$ cat src/rtl/uart_tx_sched.sv
// rtl/uart_tx_sched.sv - two-requester round-robin UART 8N1 transmitter
module uart_tx_sched #(
    parameter int CLK_DIV = 104
) (
    input  logic       clk,
    input  logic       rst,
    input  logic       req0,
    input  logic [7:0] data0,
    output logic       ack0,
    input  logic       req1,
    input  logic [7:0] data1,
    output logic       ack1,
    output logic       txd,
    output logic       busy,
    output logic       grant_id
);
    typedef enum logic [1:0] {IDLE, START, DATA, STOP} state_t;

    localparam logic [15:0] LP_LAST = 16'(CLK_DIV - 1);

    state_t      r_state;
    logic [15:0] r_cnt;
    logic [2:0]  r_bit_idx;
    logic [7:0]  r_shift;
    logic        r_last_grant;
    logic        r_grant_id;
    logic        r_ack0;
    logic        r_ack1;
    logic        r_txd;
    logic        r_busy;

    logic        w_tick;
    logic        w_any_req;
    logic        w_grant;

    assign w_tick    = (r_cnt == LP_LAST);
    assign w_any_req = req0 | req1;
    // On a tie the requester that did not own the previous frame wins.
    assign w_grant   = (req0 & req1) ? ~r_last_grant : req1;

    always_ff @(posedge clk) begin
        if (!rst) begin
            r_state      <= IDLE;
            r_cnt        <= 16'd0;
            r_bit_idx    <= 3'd0;
            r_shift      <= 8'd0;
            r_last_grant <= 1'b1;
            r_grant_id   <= 1'b0;
            r_ack0       <= 1'b0;
            r_ack1       <= 1'b0;
            r_txd        <= 1'b1;
            r_busy       <= 1'b0;
        end else begin
            r_ack0 <= 1'b0;
            r_ack1 <= 1'b0;
            r_cnt  <= (r_state == IDLE || w_tick) ? 16'd0 : r_cnt + 16'd1;
            case (r_state)
                IDLE: begin
                    r_txd  <= 1'b1;
                    r_busy <= 1'b0;
                    if (w_any_req) begin
                        r_state      <= START;
                        r_txd        <= 1'b0;
                        r_busy       <= 1'b1;
                        r_shift      <= w_grant ? data1 : data0;
                        r_ack0       <= ~w_grant;
                        r_ack1       <= w_grant;
                        r_grant_id   <= w_grant;
                        r_last_grant <= w_grant;
                        r_bit_idx    <= 3'd0;
                    end
                end
                START: begin
                    if (w_tick) begin
                        r_state   <= DATA;
                        r_txd     <= r_shift[0];
                        r_shift   <= {1'b0, r_shift[7:1]};
                        r_bit_idx <= 3'd0;
                    end
                end
                DATA: begin
                    if (w_tick) begin
                        if (r_bit_idx == 3'd7) begin
                            r_state <= STOP;
                            r_txd   <= 1'b1;
                        end else begin
                            r_txd     <= r_shift[0];
                            r_shift   <= {1'b0, r_shift[7:1]};
                            r_bit_idx <= r_bit_idx + 3'd1;
                        end
                    end
                end
                STOP: begin
                    if (w_tick) begin
                        r_state <= IDLE;
                        r_txd   <= 1'b1;
                        r_busy  <= 1'b0;
                    end
                end
                default: r_state <= IDLE;
            endcase
        end
    end

    assign ack0     = r_ack0;
    assign ack1     = r_ack1;
    assign txd      = r_txd;
    assign busy     = r_busy;
    assign grant_id = r_grant_id;
endmodule

$ cat config.mk
export PLATFORM = sky130hd
export DESIGN_NAME = uart_tx_sched
export DESIGN_NICKNAME = d
export VERILOG_FILES = /design/src/rtl/uart_tx_sched.sv
export SDC_FILE = /design/constraint.sdc
export NUM_CORES = 1
export LEC_CHECK = 0
export BUFFER_PORTS_ARGS = -buffer_cell sky130_fd_sc_hd__buf_2
export CORE_MARGIN = 2
export CORE_UTILIZATION = 45
export CTS_CLUSTER_SIZE = 16
export DETAILED_ROUTE_END_ITERATION = 7
export GPL_TIMING_DRIVEN = 0
export HOLD_SLACK_MARGIN = 0.02
export PLACE_DENSITY = 0.75
export SLEW_MARGIN = 20
export SYNTH_ARGS = -nofsm -noshare
export SYNTH_HDL_FRONTEND = slang
export SYNTH_SLANG_ARGS = --single-unit
$ cat constraint.sdc
create_clock -name clk -period 3.7 [get_ports clk]
set_input_delay 1.11 -clock clk [delete_from_list [all_inputs] [get_ports clk]]
set_output_delay 1.11 -clock clk [all_outputs]
set_load 0.02 [all_outputs]
==> reports/qor.yml <==
status: "finished clean"
synth_area_leaders: "dfxtp_1 (40%), ha_1 (5.7%), a21oi_1 (4.5%)"
holdBufCountCts: 0
max_freq_mhz: 407.9
die_w_um: 66.70
required_ps: 3850
num-fill-cells: 357
num_rows: 22
cts_made_buffers: 5
drive_gt1_share_pct: 19.57
ant_nets: 0
reg2reg_from: "r_cnt[7]$_SDFF_PP0_"
ys_warn_count: 0
min_period_ps: 2451
drv_slew: 0
synth_compound_area_share_pct: 18.67
clk_latency_ps: 280
num_vias: 1536
avgSynthCellArea_um2: 8.890
crit_type: "in -> reg"
cp-end-kind: "register"
start_util_pct: 47.61
hpwlAfterDp_um: 2575
setup_tns_ps: 0
r2r_slack_ps: 1330
drt_wl_total_um: 3550
setup_viol: 0
cts_setup_buffers: 0
ys.flop_type: "dfxtp_1"
worstPathArrival_ps: 2600
drt_iter0_markers: 82
peakVddDrop_uv: 259.2
grt_usage_pct: 17.09
synth_xor_area_share_pct: 5.446
slew_headroom_pct: 37.81
max-cap-violations: 0
powerDensity_nw_per_um2: 655.8
areaGrowthSynthToFinish_pct: 15.13
wl_per_cell_um: 12.77
dpl_worst_slack_ps: 841.6
synth_top_family_by_area: "simple AND/OR/NAND/NOR gates"
leakage_nw: 0.7742
fin_nets: 258
synth_top_area_share_pct: 39.60
clockBufferDepth: 2
grt_max_degree: 11
r2r_end: "r_state[0]$_SDFFE_PN0P_"
antenna_found_initial: 0
setup_ws_ps: 1249
r2r_cells: 4
ys_ff_latch: 35
muxShareOfSynthArea_pct: 6.719
whs_path_depth: 1
ys_types: 36
htree_num_levels: 2
first_global_vias: 1325
first_pass_iters: 5
fin_crit_sh_pct: 66.25
cts_root_buffer: "clkbuf_8"
yosysTopAreaCell: "dfxtp_1"
synthAdderAreaFrac_pct: 5.658
cp_max_fo: 10
yosysSeqAreaShare_pct: 39.60
min_path_type: "reg -> reg"
netlist_area_um2: 1769
startpoint_type: "primary input"
startpoint: "req1"
cts.repair.resized: 0
hold_start: "r_cnt[0]$_SDFF_PP0_"
synth-simple-area-share_pct: 19.87
port_buffers: 23
syn-num-nets: 227
cts_tree: "yes"
hold_viol_final: 0
whs_endpoint: "r_cnt[0]$_SDFF_PP0_"
tightest_slew_ps: 922.8
coreArea_um2: 3716
die_y_um: 66.70
syn-instance-count: 199
clock-sinks: 35
route.detailed.drc: 0
grt_pass1_wl_um: 5740
via_per_inst: 5.525
synth-async-reset-ratio_pct: 0
overflow: 0
io_pins: 25
synth-edff-count: 0
rsz0062_at_grt: "false"
clk_pin_slew_ps: 60
antenna_cells: 0
skew_ps: 7.677
gp_congestion: 0.7574
die-area_um2: 4449
where the power goes:
group          switching [mW]  leakage [nW]  internal (mW)  total [mW]
clock                   0.130        0.0470          0.146       0.276
sequential             0.0344         0.285          0.444       0.479
combinational           0.347         0.442          0.234       0.581
total                   0.511         0.774          0.825        1.34
per-stage QoR:
step / power (mW) / hold slack, ps / std cells / utilization, % / cell area (um^2)
3_5_place_dp: 1.062 / 435.6 / 270 / 52.32 / 1944
2_1_floorplan: 0.9252 / 417.6 / 199 / - / 1769
4_1_cts: 1.339 / 450.6 / 277 / 54.68 / 2032
5_1_grt: 1.431 / 469.8 / 278 / 54.81 / 2037
3_3_place_gp: 1.053 / 426.0 / 270 / 52.32 / 1944
6_report: 1.336 / 453.0 / 278 / 54.81 / 2037
routing by layer:
layer | global-route usage, % | share of wire, % | vias to the layer above
met5 | 0 | 0 | -
met2 | 26.13 | 45 | 23
li1 | - | - | 793
met4 | 7.653 | 1.5 | 0
met3 | 5.068 | 2.9 | 5
met1 | 22.10 | 50 | 715
critical path: stages:
cell       delay (ps)
buf_2             110
a21boi_0          280
clkbuf_1          410
mux2_2            390
o2111ai_1         210
a21oi_1            90
worst max-delay path by stage:
stage	to	slack, ps	cells past startpoint
finish	r_shift[6]$_SDFFE_PN0P_	1250	6
global route	r_shift[6]$_SDFFE_PN0P_	1110	6
CTS	r_shift[6]$_SDFFE_PN0P_	1140	5
detailed placement	r_shift[6]$_SDFFE_PN0P_	840	5
global placement	r_shift[6]$_SDFFE_PN0P_	870	5
floorplan	r_shift[2]$_SDFFE_PN0P_	1270	5
final cells by class:
class	count	area, um^2	share of cell area [%]
Multi-Input combinational cell	146	997.2	48.96
Sequential cell	35	700.7	34.40
Timing Repair Buffer	24	120.1	5.897
Clock buffer	6	82.58	4.054
Tap cell	48	60.06	2.948
Buffer	9	37.54	1.843
Inverter	9	33.78	1.658
Clock inverter	1	5.005	0.2457
cells by family after synthesis:
kind of cell	count (synthesis)
buffers and inverters	18
multiplexers	11
adder cells (fa/ha/maj)	8
AND/OR/NAND/NOR	66
flip-flops	35
XOR/XNOR	11
AO/OA/AOI/OAI	50
registers in the layout, summed over array words and instances (netlist names):
register and cells:
r_cnt 16, ack1 1, r_shift 8, grant_id 1, r_state 2, txd 1, busy 1, r_bit_idx 3
ack0 1, r_last_grant 1
cell usage in the layout, fill, tap and decap left out, drive strengths merged, types with 5 or more instances in the layout:
cell,Yosys,routed
a21oi,16,16
buf,3,26
clkbuf,6,13
dfxtp,35,35
ha,8,8
inv,9,9
mux2,7,7
nand2,8,8
nand2b,7,7
nand3,8,8
nand4,5,5
nor2,17,17
o2111ai,7,7
o21ai,15,15
or3,5,5
or4,6,6
xnor2,7,7
synthesized netlist by cell type, types with 4 or more instances:
cell       number
ha_1            8
nand2b_1        7
or3_1           5
nor4_1          4
xor2_1          4
nand4_1         5
dfxtp_1        35
o21ai_0        15
clkbuf_1        6
mux2_2          7
mux2i_1         4
nand3_1         8
or4_1           5
inv_1           9
nand2_1         8
o2111ai_1       7
a21oi_1        16
xnor2_1         7
nor2_1         17
(Power assumes the default switching activity.)
